<file path="config.mk">
export PLATFORM = sky130hd
export DESIGN_NAME = apx_float_multiplier_param
export DESIGN_NICKNAME = d
export VERILOG_FILES = /design/src/rtl/apx_float_multiplier_param.sv
export SDC_FILE = /design/constraint.sdc
export NUM_CORES = 2
export LEC_CHECK = 0
export BUFFER_PORTS_ARGS = -buffer_cell sky130_fd_sc_hd__buf_2
export CELL_PAD_IN_SITES_DETAIL_PLACEMENT = 1
export CELL_PAD_IN_SITES_GLOBAL_PLACEMENT = 2
export CORE_UTILIZATION = 45
export DETAILED_ROUTE_END_ITERATION = 10
export HOLD_SLACK_MARGIN = 0.12
export PLACE_DENSITY = 0.88
export REMOVE_ABC_BUFFERS = 1
export SLEW_MARGIN = 20
export SYNTH_ARGS = -nofsm -noshare
export SYNTH_HDL_FRONTEND = slang
export SYNTH_SLANG_ARGS = --single-unit
</file>
<file path="constraint.sdc">
create_clock -name clk -period 11.2 [get_ports clk]
set_clock_uncertainty 0.1 [all_clocks]
set_input_delay 1.68 -clock clk [delete_from_list [all_inputs] [get_ports clk]]
set_output_delay 1.68 -clock clk [all_outputs]
set_load 0.03 [all_outputs]
</file>
<file path="src/rtl/apx_float_multiplier_param.sv">
// Multi-cycle parameterised floating-point multiplier with stb/ack handshakes.
// Optional LSB truncation of operands (NAB) trades accuracy for a narrower effective multiply.
module apx_float_multiplier_param #(
    parameter int unsigned EXP_W    = 8,
    parameter int unsigned MAN_W    = 23,
    parameter int unsigned NAB      = 0,
    parameter int unsigned RND_MODE = 1,
    localparam int unsigned W       = 1 + EXP_W + MAN_W
) (
    input  logic         clk,
    input  logic         rst,
    input  logic [W-1:0] input_a,
    input  logic         input_a_stb,
    output logic         input_a_ack,
    input  logic [W-1:0] input_b,
    input  logic         input_b_stb,
    output logic         input_b_ack,
    output logic [W-1:0] output_z,
    output logic         output_z_stb,
    input  logic         output_z_ack
);

    localparam int unsigned PW = 2 * MAN_W + 2;
    localparam int unsigned XW = EXP_W + 3;

    function automatic logic [MAN_W-1:0] frac_mask();
        logic [MAN_W-1:0] m;
        m = '0;
        for (int i = 0; i < int'(MAN_W); i++) begin
            m[i] = (i >= int'(NAB));
        end
        return m;
    endfunction

    localparam logic [MAN_W-1:0]     FracMask = frac_mask();
    localparam logic signed [XW-1:0] Bias     = XW'((1 << (EXP_W - 1)) - 1);
    localparam logic signed [XW-1:0] ExpMax   = XW'((1 << EXP_W) - 1);
    localparam logic signed [XW-1:0] ExpOne   = XW'(1);
    localparam logic signed [XW-1:0] ExpZero  = '0;
    localparam logic [W-1:0]         QNaN     = {1'b0, {EXP_W{1'b1}}, 1'b1, {(MAN_W-1){1'b0}}};

    typedef enum logic [3:0] {
        StGetA, StGetB, StUnpack, StSpecial, StMultiply, StNormalise, StRound, StPack, StPutZ
    } state_e;

    state_e                 state_q, state_d;
    logic                   a_ack_q, a_ack_d, b_ack_q, b_ack_d;
    logic                   z_stb_q, z_stb_d;
    logic [W-1:0]           z_q, z_d;
    logic [W-1:0]           a_q, a_d, b_q, b_d;
    logic                   sign_q, sign_d;
    logic [EXP_W-1:0]       ea_q, ea_d, eb_q, eb_d;
    logic [MAN_W-1:0]       fa_q, fa_d, fb_q, fb_d;
    logic                   special_q, special_d;
    logic [W-1:0]           special_z_q, special_z_d;
    logic signed [XW-1:0]   exp_q, exp_d;
    logic [PW-1:0]          prod_q, prod_d;
    logic                   lost_q, lost_d;
    logic [MAN_W-1:0]       frac_q, frac_d;

    // Operand classification; exponent 0 covers denormals, which count as zero.
    logic a_nan, a_inf, a_zero, b_nan, b_inf, b_zero;
    assign a_nan  = (&ea_q) && (|fa_q);
    assign a_inf  = (&ea_q) && !(|fa_q);
    assign a_zero = (ea_q == '0);
    assign b_nan  = (&eb_q) && (|fb_q);
    assign b_inf  = (&eb_q) && !(|fb_q);
    assign b_zero = (eb_q == '0);

    // Leading one sits at bit 2*MAN_W after normalisation.
    logic [MAN_W+1:0] mant, mant_rnd;
    logic             guard, sticky, round_up;
    assign mant     = {1'b0, prod_q[2*MAN_W:MAN_W]};
    assign guard    = prod_q[MAN_W-1];
    assign sticky   = (|prod_q[MAN_W-2:0]) | lost_q;
    assign round_up = (RND_MODE == 1) && guard && (sticky || prod_q[MAN_W]);
    assign mant_rnd = mant + (MAN_W + 2)'(round_up);

    always_comb begin
        state_d     = state_q;
        a_ack_d     = a_ack_q;
        b_ack_d     = b_ack_q;
        z_stb_d     = z_stb_q;
        z_d         = z_q;
        a_d         = a_q;
        b_d         = b_q;
        sign_d      = sign_q;
        ea_d        = ea_q;
        eb_d        = eb_q;
        fa_d        = fa_q;
        fb_d        = fb_q;
        special_d   = special_q;
        special_z_d = special_z_q;
        exp_d       = exp_q;
        prod_d      = prod_q;
        lost_d      = lost_q;
        frac_d      = frac_q;
        case (state_q)
            StGetA: begin
                if (!a_ack_q) begin
                    a_ack_d = 1'b1;
                end else if (input_a_stb) begin
                    a_d     = input_a;
                    a_ack_d = 1'b0;
                    b_ack_d = 1'b1;
                    state_d = StGetB;
                end
            end
            StGetB: begin
                if (b_ack_q && input_b_stb) begin
                    b_d     = input_b;
                    b_ack_d = 1'b0;
                    state_d = StUnpack;
                end
            end
            StUnpack: begin
                sign_d  = a_q[W-1] ^ b_q[W-1];
                ea_d    = a_q[W-2:MAN_W];
                eb_d    = b_q[W-2:MAN_W];
                fa_d    = a_q[MAN_W-1:0];
                fb_d    = b_q[MAN_W-1:0];
                state_d = StSpecial;
            end
            StSpecial: begin
                special_d = 1'b1;
                if (a_nan || b_nan || (a_inf && b_zero) || (b_inf && a_zero)) begin
                    special_z_d = QNaN;
                end else if (a_inf || b_inf) begin
                    special_z_d = {sign_q, {EXP_W{1'b1}}, {MAN_W{1'b0}}};
                end else if (a_zero || b_zero) begin
                    special_z_d = {sign_q, {(W-1){1'b0}}};
                end else begin
                    special_d   = 1'b0;
                    special_z_d = '0;
                end
                state_d = StMultiply;
            end
            StMultiply: begin
                prod_d  = {{(MAN_W+1){1'b0}}, 1'b1, fa_q & FracMask}
                        * {{(MAN_W+1){1'b0}}, 1'b1, fb_q & FracMask};
                exp_d   = $signed({3'b000, ea_q}) + $signed({3'b000, eb_q}) - Bias;
                lost_d  = 1'b0;
                state_d = StNormalise;
            end
            StNormalise: begin
                if (prod_q[PW-1]) begin
                    prod_d = prod_q >> 1;
                    lost_d = prod_q[0];
                    exp_d  = exp_q + ExpOne;
                end
                state_d = StRound;
            end
            StRound: begin
                if (mant_rnd[MAN_W+1]) begin
                    frac_d = mant_rnd[MAN_W:1];
                    exp_d  = exp_q + ExpOne;
                end else begin
                    frac_d = mant_rnd[MAN_W-1:0];
                end
                state_d = StPack;
            end
            StPack: begin
                if (special_q) begin
                    z_d = special_z_q;
                end else if (exp_q >= ExpMax) begin
                    z_d = {sign_q, {EXP_W{1'b1}}, {MAN_W{1'b0}}};
                end else if (exp_q <= ExpZero) begin
                    z_d = {sign_q, {(W-1){1'b0}}};
                end else begin
                    z_d = {sign_q, exp_q[EXP_W-1:0], frac_q};
                end
                z_stb_d = 1'b1;
                state_d = StPutZ;
            end
            StPutZ: begin
                if (output_z_ack) begin
                    z_stb_d = 1'b0;
                    a_ack_d = 1'b1;
                    state_d = StGetA;
                end
            end
            default: state_d = StGetA;
        endcase
    end

    always_ff @(posedge clk or negedge rst) begin
        if (!rst) begin
            state_q     <= StGetA;
            a_ack_q     <= 1'b0;
            b_ack_q     <= 1'b0;
            z_stb_q     <= 1'b0;
            z_q         <= '0;
            a_q         <= '0;
            b_q         <= '0;
            sign_q      <= 1'b0;
            ea_q        <= '0;
            eb_q        <= '0;
            fa_q        <= '0;
            fb_q        <= '0;
            special_q   <= 1'b0;
            special_z_q <= '0;
            exp_q       <= '0;
            prod_q      <= '0;
            lost_q      <= 1'b0;
            frac_q      <= '0;
        end else begin
            state_q     <= state_d;
            a_ack_q     <= a_ack_d;
            b_ack_q     <= b_ack_d;
            z_stb_q     <= z_stb_d;
            z_q         <= z_d;
            a_q         <= a_d;
            b_q         <= b_d;
            sign_q      <= sign_d;
            ea_q        <= ea_d;
            eb_q        <= eb_d;
            fa_q        <= fa_d;
            fb_q        <= fb_d;
            special_q   <= special_d;
            special_z_q <= special_z_d;
            exp_q       <= exp_d;
            prod_q      <= prod_d;
            lost_q      <= lost_d;
            frac_q      <= frac_d;
        end
    end

    assign input_a_ack  = a_ack_q;
    assign input_b_ack  = b_ack_q;
    assign output_z     = z_q;
    assign output_z_stb = z_stb_q;

endmodule

</file>
# Word-level counts from Yosys, hierarchy flattened
# Index checks and enable logic that the tools add are counted.
[word_totals] reg_bits=282 word_cells=111
[classes] addsub=4 mul=1 order_cmp=2 n_eq_ne=14 muxes=32 bitwise_logic=2 n_reduce_logical=37
[ops] operator="$mux 32" count=4
[ops] operator="$pmux 48 s2" count=1
[ops] operator="$mux 31" count=2
[ops] operator="$mul 24x24->48" count=1
[ops] operator="$mux 47" count=1
[ops] operator="$reduce_or 23->1" count=2
[ops] operator="$pmux 4 s9" count=1
[ops] operator="$pmux 11 s3" count=1
[ops] operator="$add 24x1->25" count=1
[ops] operator="$mux 23" count=1
[ops] operator="$mux 11" count=2
[ops] operator="$reduce_or 22->1" count=1
[ops] operator="$eq 4x3->1 const B" count=4
[ops] operator="$logic_not 8->1" count=2
[ops] operator="$mux 4" count=4
[ops] operator="$reduce_and 8->1" count=2
[ops] operator="$ne 2x2->1 const B" count=6
[ops] operator="$add 11x2->11 const B" count=1
[ops] operator="$ge 11x9->1 const B" count=1
[ops] operator="$le 11x1->1 const B" count=1
[ops] operator="$mux 1" count=11
[ops] operator="$sub 9x7->10 const B" count=1
[ops] operator="$add 8x8->9" count=1
[ops] operator="$eq 4x2->1 const B" count=2
[ops] operator="other kinds (14)" count=38

# Longest topological paths before layout
[logic_depth] word_depth=7 mapped_depth=28 depth_no_buf=25

# Worst setup path after synthesis
# OpenSTA, ideal clock, no wires.
[synth_path] path_type="register to register" start="register fb_q[4]" end="register prod_q[47]" setup_ns=0.092 t_arrival_ns=6.648 t_required_ns=11.008 path_slack_ns=4.360 stages_incl_launch_ff=28 n_path_buf=3 period_less_slack_ns=6.840 path_cell_list="dfrtp_1 clkbuf_1 clkbuf_1 nand2_1 fa_1 inv_1 fa_1 inv_1 fa_1 inv_1 fa_1 inv_1 fa_1 inv_1 fa_1 inv_1 fa_1 inv_1 ha_1 buf_4 nand4_2 or4_4 nand3_4 a221oi_4 o31ai_4 nand4_1 and4_4 o31ai_2"
[synth_between] elab_chain_len=2
[synth_rtl] element="start: declaration" line="53" text="logic [MAN_W-1:0] fa_q, fa_d, fb_q, fb_d;"
[synth_rtl] element="start signal: assignment" line="199" text="fb_q <= '0;"
[synth_rtl] element="start signal: assignment" line="218" text="fb_q <= fb_d;"
[synth_rtl] element="$mul 24x24->48" line="140" text="* {{(MAN_W+1){1'b0}}, 1'b1, fb_q & FracMask};"
[synth_rtl] element="$pmux 48 s2" line="98" text="case (state_q)"
[synth_rtl] element="end signal: assignment" line="222" text="prod_q <= prod_d;"
[synth_rtl] element="end: declaration" line="57" text="logic [PW-1:0] prod_q, prod_d;"
# No other way between the ends.
# A chain may end at the register's enable or synchronous reset.

# Worst setup path after layout
[layout_path] start="register fb_q[8]" end="register prod_q[45]"
# The elaborated chain is that of the path after synthesis.

==> impl_metrics.tcl <==
set metrics [dict create \
    hold_viol 0 \
    endpoint_kind "flop" \
    max_stage_delay_ns 0.92 \
    gp_congestion 0.912 \
    core-area_mm2 0.0661 \
    cts_tree "done" \
    rsz0062_at_grt "false" \
    tns_ns 0 \
    via_per_inst 5.53 \
    hp-class "flop to flop" \
    slew_headroom 0.227 \
    final_area_mm2 0.0326 \
    area_delta_synth_final_pct 7.76 \
    synth_cell_types 77 \
    gr-total-overflow 0 \
    yosysWarnings 0 \
    num_io_pins 104 \
    postCtsSetupBuffers 0 \
    wl_per_cell_um 22.7 \
    cts.sinks 253 \
    grt_pass1_vias 25700 \
    cts_resized 0 \
    synth_edf_count 0 \
    antenna_found_initial 0 \
    dp_slack_ns 3.31 \
    wl_um 93500 \
    slowest_stage "dfrtp_1" \
    syn-cell-area_mm2 0.0302 \
    drc 0 \
    finalMaxSlewViolations 0 \
    grt_start_max_net_pins 142 \
    worst-r2r-setup-slack_ns 3.15 \
    cts.htree.levels 1 \
    postCtsHoldBufs 0 \
    path_clk_slew_ns 0.07 \
    ant_nets 0 \
    cts_made_buffers 31 \
    ys_ff_latch 253 \
    max_freq_ghz 0.124 \
    synthArstFlopShare 1.00 \
    port_buffers 103 \
    path_common_cell "fa_1" \
    syn_area_per_cell_um2 9.38 \
    die_h_um 261 \
    critPathBufInv 7 \
    dieArea_mm2 0.0682 \
    crit_family "adder cells" \
    clock_latency_ns 0.64 \
    arrival_ns 8.46 \
    start_util 0.457 \
    cap_violations 0 \
    crit_required_ns 11.60 \
    cp_max_fo 18 \
    status "complete, no violations" \
    seq_area_mm2 0.00633 \
    cts_buffer_depth 3 \
    ys_seq_area_frac 0.210 \
    vias 22800 \
    placed_cell_area_mm2 0.0315 \
    multi_input_area_mm2 0.0210 \
    worst_slew_pin_slew_ns 1.16 \
    holdWs_ns 0.372 \
    synth_flop_cell "dfrtp_1" \
    syn_inst 3221 \
    worst_slack_ns 3.15 \
    core.rowCount 94 \
    nets 3977 \
    critPathKind "flop to flop" \
    grt_pass1_wl_um 148000 \
    grt.total_usage 0.283 \
    root_buffer "clkbuf_16" \
    hpwl_um 70000 \
    start_kind "flop" \
    setup_viol 0 \
    fin_crit_ns 8.05 \
    drtIter0Drc 1275 \
    n_fill_cell 7608 \
    drtPass1Iterations 7 \
    die_w_um 261 \
    fin_crit_sh 0.719 \
    drive_gt1_frac 0.106 \
]
[final cells by class]
| class | count | area share |
|---|---|---|
| Antenna cell | 2 | 0.000154 |
| Clock buffer | 40 | 0.0270 |
| Clock inverter | 14 | 0.00346 |
| Inverter | 605 | 0.0698 |
| Multi-Input combinational cell | 2192 | 0.644 |
| Sequential cell | 253 | 0.195 |
| Tap cell | 864 | 0.0332 |
| Timing Repair Buffer | 151 | 0.0276 |
[cell families after synthesis]
logic type,share of synthesized area
buffers and inverters,0.0977
xor gates and xnor gates,0.0200
and+or+nand+nor,0.153
muxes,0.0419
AOI/OAI and AO/OA,0.0790
DFF,0.210
adders and majority gates,0.399
[synthesized netlist by cell type, types with 4 or more instances]
cell	instances	share of area
o22a_1	6	0.0017
xnor2_1	43	0.012
mux2i_1	5	0.0017
o221ai_1	4	0.0012
ha_1	191	0.079
nand2b_1	10	0.0021
nand3_1	24	0.0040
xor2_1	26	0.0075
a21o_1	37	0.0092
nor4_1	22	0.0046
a31oi_1	19	0.0039
or3_1	14	0.0029
o22ai_1	25	0.0052
and4_1	5	0.0014
o21ai_0	108	0.018
fa_1	483	0.32
buf_2	11	0.0018
o211ai_1	6	0.0015
nor3_1	15	0.0025
mux2_2	108	0.040
nor2b_1	6	0.0012
a211oi_1	5	0.0012
o31ai_1	19	0.0047
o21ai_1	14	0.0023
nor2_1	134	0.017
inv_1	602	0.075
a21oi_1	79	0.013
o21a_1	5	0.0012
o21bai_1	8	0.0020
buf_1	5	0.00062
nand4_1	22	0.0046
nand2_1	441	0.055
and3_1	11	0.0023
and2_1	247	0.051
clkbuf_1	149	0.019
dfrtp_1	253	0.21
buf_4	5	0.0012
[worst register-to-register path, stage by stage, from the launching register on]
cell      delay, ns
dfrtp_1        0.92
clkinv_1       0.53
nor2_1         0.24
fa_1           0.45
fa_1           0.53
inv_1          0.05
fa_1           0.47
inv_1          0.06
fa_1           0.50
inv_1          0.06
fa_1           0.54
inv_1          0.07
fa_1           0.48
inv_1          0.05
fa_1           0.52
inv_1          0.05
ha_1           0.41
a21oi_1        0.18
o21ai_0        0.13
a211oi_1       0.35
nor2_1         0.15
nor4_4         0.38
nor2_1         0.16
a41oi_2        0.26
xor2_1         0.20
a21oi_1        0.09
[metal layers]
metal / routed length [um] / GRT usage
met5: 0 / 0
met4: 3220 / 0.0853
met3: 5390 / 0.0387
met2: 44100 / 0.467
met1: 40800 / 0.389
[sequential cells by signal (all words and copies together), names as in the netlist]
register	count
lost_q	1
state_q	4
ea_q	8
a_q	32
special_q	1
prod_q	48
fb_q	23
exp_q	11
fa_q	23
b_q	32
input_a_ack	1
input_b_ack	1
output_z_stb	1
output_z	32
sign_q	1
special_z_q	3
eb_q	8
frac_q	23
[metrics by stage]
step                       util  cells
after floorplan               -   3050
after global placement    0.477   4065
after detailed placement  0.477   4065
after CTS                 0.492   4119
after global routing      0.492   4119
final                     0.493   4121
[final timing paths]
path,start,to,cells past startpoint
max,fb_q[8],prod_q[45],25
min,output_z[5],output_z[5],2
max reg2reg,fb_q[8],prod_q[45],25
min reg2reg,output_z[5],output_z[5],2
max in group asynchronous,rst,output_z[7],2
min in group asynchronous,rst,b_q[20],1
[cells in the final DEF (no fill, tap or decap), types with 19 or more instances in the layout]
cell type,instances
inv_1,602
fa_1,483
nand2_1,440
dfrtp_1,252
and2_1,247
ha_1,191
nor2_1,131
o21ai_0,108
mux2_2,108
buf_2,102
a21oi_1,79
buf_4,47
xnor2_1,43
a21o_1,37
clkbuf_16,31
xor2_1,26
o22ai_1,25
nand3_1,23
nand4_1,22
nor4_1,21
a31oi_1,19
o31ai_1,19
Power is left out: the tool's default activity adds up to more than one toggle a clock period on the data nets, which glitch-free logic cannot reach.
